--- config.mk ---
export PLATFORM = sky130hd
export DESIGN_NAME = note_judge
export DESIGN_NICKNAME = d
export VERILOG_FILES = /design/src/rtl/note_judge.sv
export SDC_FILE = /design/constraint.sdc
export NUM_CORES = 1
export LEC_CHECK = 0
export BUFFER_PORTS_ARGS = -buffer_cell sky130_fd_sc_hd__buf_4
export CAP_MARGIN = 25
export CORE_MARGIN = 2
export CORE_UTILIZATION = 30
export CTS_BUF_LIST = sky130_fd_sc_hd__clkbuf_2 sky130_fd_sc_hd__clkbuf_4 sky130_fd_sc_hd__clkbuf_8
export DETAILED_ROUTE_END_ITERATION = 8
export PLACE_DENSITY = 0.54
export SETUP_SLACK_MARGIN = 0.05
export SLEW_MARGIN = 30
export SYNTH_ARGS = -nofsm -noshare
export SYNTH_HDL_FRONTEND = slang
export SYNTH_SLANG_ARGS = --single-unit
--- constraint.sdc ---
create_clock -name CLOCK_50 -period 4.6 [get_ports CLOCK_50]
set_input_delay 0.46 -clock CLOCK_50 [delete_from_list [all_inputs] [get_ports CLOCK_50]]
set_output_delay 0.46 -clock CLOCK_50 [all_outputs]
set_load 0.01 [all_outputs]
--- src/rtl/note_judge.sv ---
`default_nettype none
// ============================================================================
//  Module   : note_judge
//  Purpose  : Rhythm-game note judge. Synchronizes raw fret/strum buttons,
//             opens a judging window two cycles after every chart beat,
//             grades strums against the latched note pattern and keeps
//             score, streak and multiplier.
//  Revision : 1.0 - initial release
// ----------------------------------------------------------------------------
//  Ports
//    CLOCK_50   in   1   system clock, rising-edge
//    resetn     in   1   asynchronous active-low reset
//    beat       in   1   single-cycle eighth-note pulse from the sequencer
//    exp_notes  in   5   expected fret pattern, 0 = no note
//    frets_n    in   5   raw fret buttons, active-low, asynchronous
//    strum_n    in   1   raw strum button, active-low, asynchronous
//    pause      in   1   high freezes all judging state
//    score      out 16   accumulated score (saturating)
//    streak     out  8   consecutive hits (saturating at MAX_STREAK)
//    mult       out  3   multiplier 1..4 derived from streak
//    hit        out  1   single-cycle pulse, correct strum
//    miss       out  1   single-cycle pulse, wrong strum/unplayed/overstrum
// ============================================================================
module note_judge #(
    parameter int HIT_POINTS = 10,
    parameter int MAX_STREAK = 255
) (
    input  logic        CLOCK_50,
    input  logic        resetn,
    input  logic        beat,
    input  logic [4:0]  exp_notes,
    input  logic [4:0]  frets_n,
    input  logic        strum_n,
    input  logic        pause,
    output logic [15:0] score,
    output logic [7:0]  streak,
    output logic [2:0]  mult,
    output logic        hit,
    output logic        miss
);

    // ------------------------------------------------------------------
    // Constants
    // ------------------------------------------------------------------
    localparam logic [1:0]  ST_IDLE     = 2'd0;
    localparam logic [1:0]  ST_ARMED    = 2'd1;
    localparam logic [1:0]  ST_JUDGED   = 2'd2;

    localparam logic [7:0]  C_MAX_STREAK = 8'(MAX_STREAK);
    localparam logic [16:0] C_HIT_PTS    = 17'(HIT_POINTS);
    localparam logic [16:0] C_SCORE_MAX  = 17'h0_FFFF;

    // ------------------------------------------------------------------
    // Input synchronizers and edge detection
    // ------------------------------------------------------------------
    logic [4:0] frets_s1_q;
    logic [4:0] frets_s2_q;
    logic       strum_s1_q;
    logic       strum_s2_q;
    logic       strum_q;        // registered synchronized strum level
    logic       strum_prev_q;   // strum_q one cycle earlier

    logic [4:0] frets;          // active-high fret pattern
    logic       strum_evt;

    // Button flops reset to 1 so a released button never looks pressed
    // coming out of reset.
    always_ff @(posedge CLOCK_50 or negedge resetn) begin
        if (!resetn) begin
            frets_s1_q   <= 5'h1F;
            frets_s2_q   <= 5'h1F;
            strum_s1_q   <= 1'b1;
            strum_s2_q   <= 1'b1;
            strum_q      <= 1'b1;
            strum_prev_q <= 1'b1;
        end else begin
            frets_s1_q   <= frets_n;
            frets_s2_q   <= frets_s1_q;
            strum_s1_q   <= strum_n;
            strum_s2_q   <= strum_s1_q;
            strum_q      <= strum_s2_q;
            strum_prev_q <= strum_q;
        end
    end

    assign frets     = ~frets_s2_q;
    // Falling edge of the synchronized strum: press, not hold. These flops
    // keep running through pause, so a button held across un-pause has
    // already been absorbed and produces no event.
    assign strum_evt = ~strum_q & strum_prev_q;

    // ------------------------------------------------------------------
    // Beat delay line -> judging window
    // ------------------------------------------------------------------
    logic beat_d1_q;
    logic beat_d2_q;
    logic win_open;

    // Beats seen while paused are dropped at the entry of the delay line
    // so they can never open a window after un-pause.
    always_ff @(posedge CLOCK_50 or negedge resetn) begin
        if (!resetn) begin
            beat_d1_q <= 1'b0;
            beat_d2_q <= 1'b0;
        end else begin
            beat_d1_q <= beat & ~pause;
            beat_d2_q <= beat_d1_q & ~pause;
        end
    end

    assign win_open = beat_d2_q;

    // ------------------------------------------------------------------
    // Multiplier from streak
    // ------------------------------------------------------------------
    function automatic logic [2:0] f_mult(input logic [7:0] s);
        if (s < 8'd10)      f_mult = 3'd1;
        else if (s < 8'd20) f_mult = 3'd2;
        else if (s < 8'd30) f_mult = 3'd3;
        else                f_mult = 3'd4;
    endfunction

    // ------------------------------------------------------------------
    // Judging state
    // ------------------------------------------------------------------
    logic [1:0]  state_q,  state_d;
    logic [4:0]  note_q,   note_d;
    logic [7:0]  streak_q, streak_d;
    logic [15:0] score_q,  score_d;
    logic        hit_q,    hit_d;
    logic        miss_q,   miss_d;

    // Intermediate view of the state after the window step, so a strum in
    // the same cycle as win_open is judged against the newly armed note.
    logic [1:0]  cur_state;
    logic [4:0]  cur_note;
    logic [7:0]  cur_streak;
    logic [2:0]  cur_mult;
    logic [16:0] points;
    logic [16:0] sum;

    always_comb begin
        state_d    = state_q;
        note_d     = note_q;
        streak_d   = streak_q;
        score_d    = score_q;
        hit_d      = 1'b0;
        miss_d     = 1'b0;
        cur_state  = state_q;
        cur_note   = note_q;
        cur_streak = streak_q;
        cur_mult   = 3'd1;
        points     = 17'd0;
        sum        = 17'd0;

        if (!pause) begin
            // Window step: an armed note that was never played is a miss,
            // then the new pattern is latched.
            if (win_open) begin
                if (state_q == ST_ARMED) begin
                    miss_d     = 1'b1;
                    cur_streak = 8'd0;
                end
                cur_note  = exp_notes;
                cur_state = (exp_notes != 5'd0) ? ST_ARMED : ST_IDLE;
            end

            // Strum step, judged against the post-window view.
            if (strum_evt) begin
                case (cur_state)
                    ST_ARMED: begin
                        if (frets == cur_note) begin
                            hit_d    = 1'b1;
                            // Multiplier in force before this hit counts.
                            cur_mult = f_mult(cur_streak);
                            points   = C_HIT_PTS * {14'd0, cur_mult};
                            sum      = {1'b0, score_q} + points;
                            score_d  = (sum > C_SCORE_MAX) ? 16'hFFFF : sum[15:0];
                            if (cur_streak < C_MAX_STREAK) begin
                                cur_streak = cur_streak + 8'd1;
                            end
                        end else begin
                            miss_d     = 1'b1;
                            cur_streak = 8'd0;
                        end
                        cur_state = ST_JUDGED;
                    end
                    ST_IDLE: begin
                        // Overstrum: nothing to play.
                        miss_d     = 1'b1;
                        cur_streak = 8'd0;
                    end
                    default: begin
                        // Already judged this window: ignore.
                    end
                endcase
            end

            state_d  = cur_state;
            note_d   = cur_note;
            streak_d = cur_streak;
        end
    end

    always_ff @(posedge CLOCK_50 or negedge resetn) begin
        if (!resetn) begin
            state_q  <= ST_IDLE;
            note_q   <= 5'd0;
            streak_q <= 8'd0;
            score_q  <= 16'd0;
            hit_q    <= 1'b0;
            miss_q   <= 1'b0;
        end else begin
            state_q  <= state_d;
            note_q   <= note_d;
            streak_q <= streak_d;
            score_q  <= score_d;
            hit_q    <= hit_d;
            miss_q   <= miss_d;
        end
    end

    // ------------------------------------------------------------------
    // Outputs
    // ------------------------------------------------------------------
    assign score  = score_q;
    assign streak = streak_q;
    assign mult   = f_mult(streak_q);
    assign hit    = hit_q;
    assign miss   = miss_q;

endmodule
`default_nettype wire

==> impl_metrics.yaml <==
placement:
  port_buffers: 43
  gp_congestion: 0.828
  place_inst: 401
  dp_hpwl_um: 4300
clock_tree:
  cts_hold_buf: 0
  clockBufferDepth: 2
  clkTransAtPathRegs_ns: 0.09
  cts.sinks: 49
  cts_resized: 0
  cts-buffers-inserted: 5
  cts_tree: "done"
  root_buffer: "clkbuf_8"
  clk_latency_ns: 0.30
  htreeDepth: 2
  cts_setup_buffers: 0
setup_path:
  start_kind: "register"
  worst-setup-path-type: "register to register"
  cp-end-kind: "register"
  required_ns: 4.80
  critPathArrivalTime_ns: 3.84
  crit_path_max_fanout: 15
cells_and_area:
  stdcell_count: 409
  drive_gt1_share_pct: 29.9
  fin_nets: 326
  multi_input_area_um2: 1370
  register_area_um2: 1240
  syn_to_final_growth_pct: 17.9
  antenna_cells: 0
  fillCellCount: 878
drt:
  via_per_inst: 5.21
  wl_per_cell_um: 14.3
  route.detailed.drc: 0
  vias: 2130
  ant_nets: 0
  drt_iter0_markers: 86
  wl_um: 5860
  drt_first_pass_iters: 4
global_routing:
  use_met3_pct: 2.88
  busiest_layer: "met2"
  antenna_found_initial: 0
  gr-total-overflow: 0
  globalRouteMet1Util_pct: 18.4
  grt_pass1_wl_um: 10200
  grt.met2_usage_pct: 19.4
  first_global_vias: 2045
  track_usage_pct: 12.7
  grt_max_degree: 50
pwr:
  pwr-share-seq_pct: 53.7
  p_switching_uw: 256
  power_leakage_nw: 1.34
  internal_power_uw: 659
  clkPwrFrac_pct: 28.9
  power_density_nw_per_um2: 285
  p_total_uw: 915
  swShare_pct: 28.0
  ir_worst_vdd_uv: 192
  combPwrFrac_pct: 17.3
synthesis:
  synth_nets: 286
  synthArstFlopShare_pct: 100
  ys_warn_count: 0
  synth_cells: 260
  synth_area_um2: 2720
  synth_cell_types: 57
  synth.avg_cell_area_um2: 10.5
  synth-seq-cells: 49
  synth_edf_count: 0
  yosysSeqAreaShare_pct: 45.7
  synthFlopType: "dfrtp_1"
floorplan:
  ioPinCount: 44
  fp.dieH_um: 99.2
  start_util_pct: 31.0
  dieArea_um2: 9840
  rows: 34
  core_area_um2: 8760
  die_x_um: 99.2
sta:
  drv_slew: 0
  slew_headroom_pct: 55.2
  setup_viol: 0
  clock_skew_ns: 0.00568
  period_minus_slack_ns: 3.65
  hold_viol: 0
  worst_slew_pin_slew_ns: 0.670
  rsz0062_at_grt: "no"
  fin_setup_tns_ns: 0
  period_share_pct: 79.3
  fmax_mhz: 274
job:
  cap_violations: 0
min_path:
  hold_path_class: "input pin to async pin"
run_status:
  outcome: "completed"
==> per-stage QoR <==
| stage | setup WS [ns] | hold WS (ns) | area [um2] | util [%] |
|---|---|---|---|---|
| 2_1_floorplan | 1.08 | 0.164 | 2720 | - |
| 3_3_place_gp | 1.03 | 0.346 | 3120 | 35.6 |
| 3_5_place_dp | 0.949 | 0.347 | 3120 | 35.6 |
| 4_1_cts | 0.938 | 0.196 | 3210 | 36.6 |
| 5_1_grt | 0.622 | 0.228 | 3210 | 36.6 |
| 6_report | 0.953 | 0.174 | 3210 | 36.6 |
==> synthesized netlist by cell type, types with 5 or more instances <==
| library cell | instances | area (um2) |
|---|---|---|
| mux2i_1 | 5 | 50.1 |
| a21oi_1 | 10 | 50.1 |
| mux2_2 | 14 | 158 |
| nor4_1 | 5 | 31.3 |
| dfrtp_1 | 35 | 876 |
| nand3_1 | 6 | 30.0 |
| o22a_1 | 6 | 52.6 |
| dfstp_2 | 14 | 368 |
| o21ai_0 | 9 | 45.0 |
| nor3_1 | 7 | 35.0 |
| clkbuf_1 | 5 | 18.8 |
| nor2b_1 | 5 | 31.3 |
| ha_1 | 10 | 125 |
| or3_1 | 6 | 37.5 |
| nand2_1 | 25 | 93.8 |
| xnor2_1 | 6 | 52.6 |
| inv_1 | 11 | 41.3 |
| nor2_1 | 11 | 41.3 |
==> critical path, cell delays in order (launching register included) <==
cell and delay [ns]:
dfrtp_1 0.56, and3b_1 0.35, or2_2 0.34, ha_1 0.19, ha_1 0.18, ha_1 0.28, ha_1 0.34, o21a_1 0.14
o31a_1 0.14, o21ai_1 0.15, a2111oi_0 0.48, mux2_2 0.38
==> worst paths after layout <==
path,from,end,slack (ns),cells past startpoint
worst max-delay path,beat_d2_q$_DFF_PN0_,score[11]$_DFFE_PN0P_,0.95,11
worst min-delay path,resetn,score[15]$_DFFE_PN0P_,0.17,1
worst max register to register,beat_d2_q$_DFF_PN0_,score[11]$_DFFE_PN0P_,0.95,11
worst min register to register,frets_s1_q[0]$_DFF_PN1_,frets_s2_q[0]$_DFF_PN1_,0.36,0
max in group asynchronous,resetn,streak[5]$_DFFE_PN0N_,4.01,1
min in group CLOCK_50,strum_n,strum_s1_q$_DFF_PN1_,0.26,1
==> flip-flops by register name, indices dropped and copies added, names as in the netlist, 2 cells and up <==
register    count
score          16
streak          8
frets_s1_q      5
frets_s2_q      5
note_q          5
state_q         2
==> cell usage in the layout (no fill, tap or decap), types with 7 or more instances in the layout <==
cell type and count:
mux2_2 14, inv_1 11, nand2_1 25, dfstp_2 14, ha_1 10, o21ai_0 9, nor3_1 7, nor2_1 11
a21oi_1 10, dfrtp_1 35, buf_4 43
==> logic make-up (layout without fill, tap and decap cells) <==
family | count (synthesis) | count (layout) | share of synthesized area, %
DFF | 49 | 49 | 45.7
AOI/OAI and AO/OA | 60 | 60 | 16.1
muxes | 19 | 19 | 7.64
buffers and inverters | 21 | 62 | 3.77
adders and majority gates | 11 | 11 | 5.34
and+or+nand+nor | 92 | 92 | 18.8
xor gates and xnor gates | 8 | 8 | 2.58
==> cell type report <==
class                   instances  area share (%)
well taps                     108            4.21
flip-flops and latches         49            38.8
inverters                      11            1.29
clock buffers                   7            2.61
repair buffers                 43            10.1
clock inverters                 1           0.234
multi-input cells             190            42.8
==> layer usage <==
layer	share of wire, %	up-vias
met1	49	1020
met4	1.0	0
met2	44	64
met3	5.8	7
li1	-	1039
met5	0	-
==> power by group through the flow <==
stage	sequential, mW	combinational (mW)	clock [mW]
after floorplan	0.497	0.104	0
after global placement	0.500	0.158	0
after detailed placement	0.500	0.160	0
after CTS	0.492	0.161	0.281
after global routing	0.497	0.178	0.294
final	0.492	0.159	0.265
Note: power is estimated with default switching activity, not from simulation.
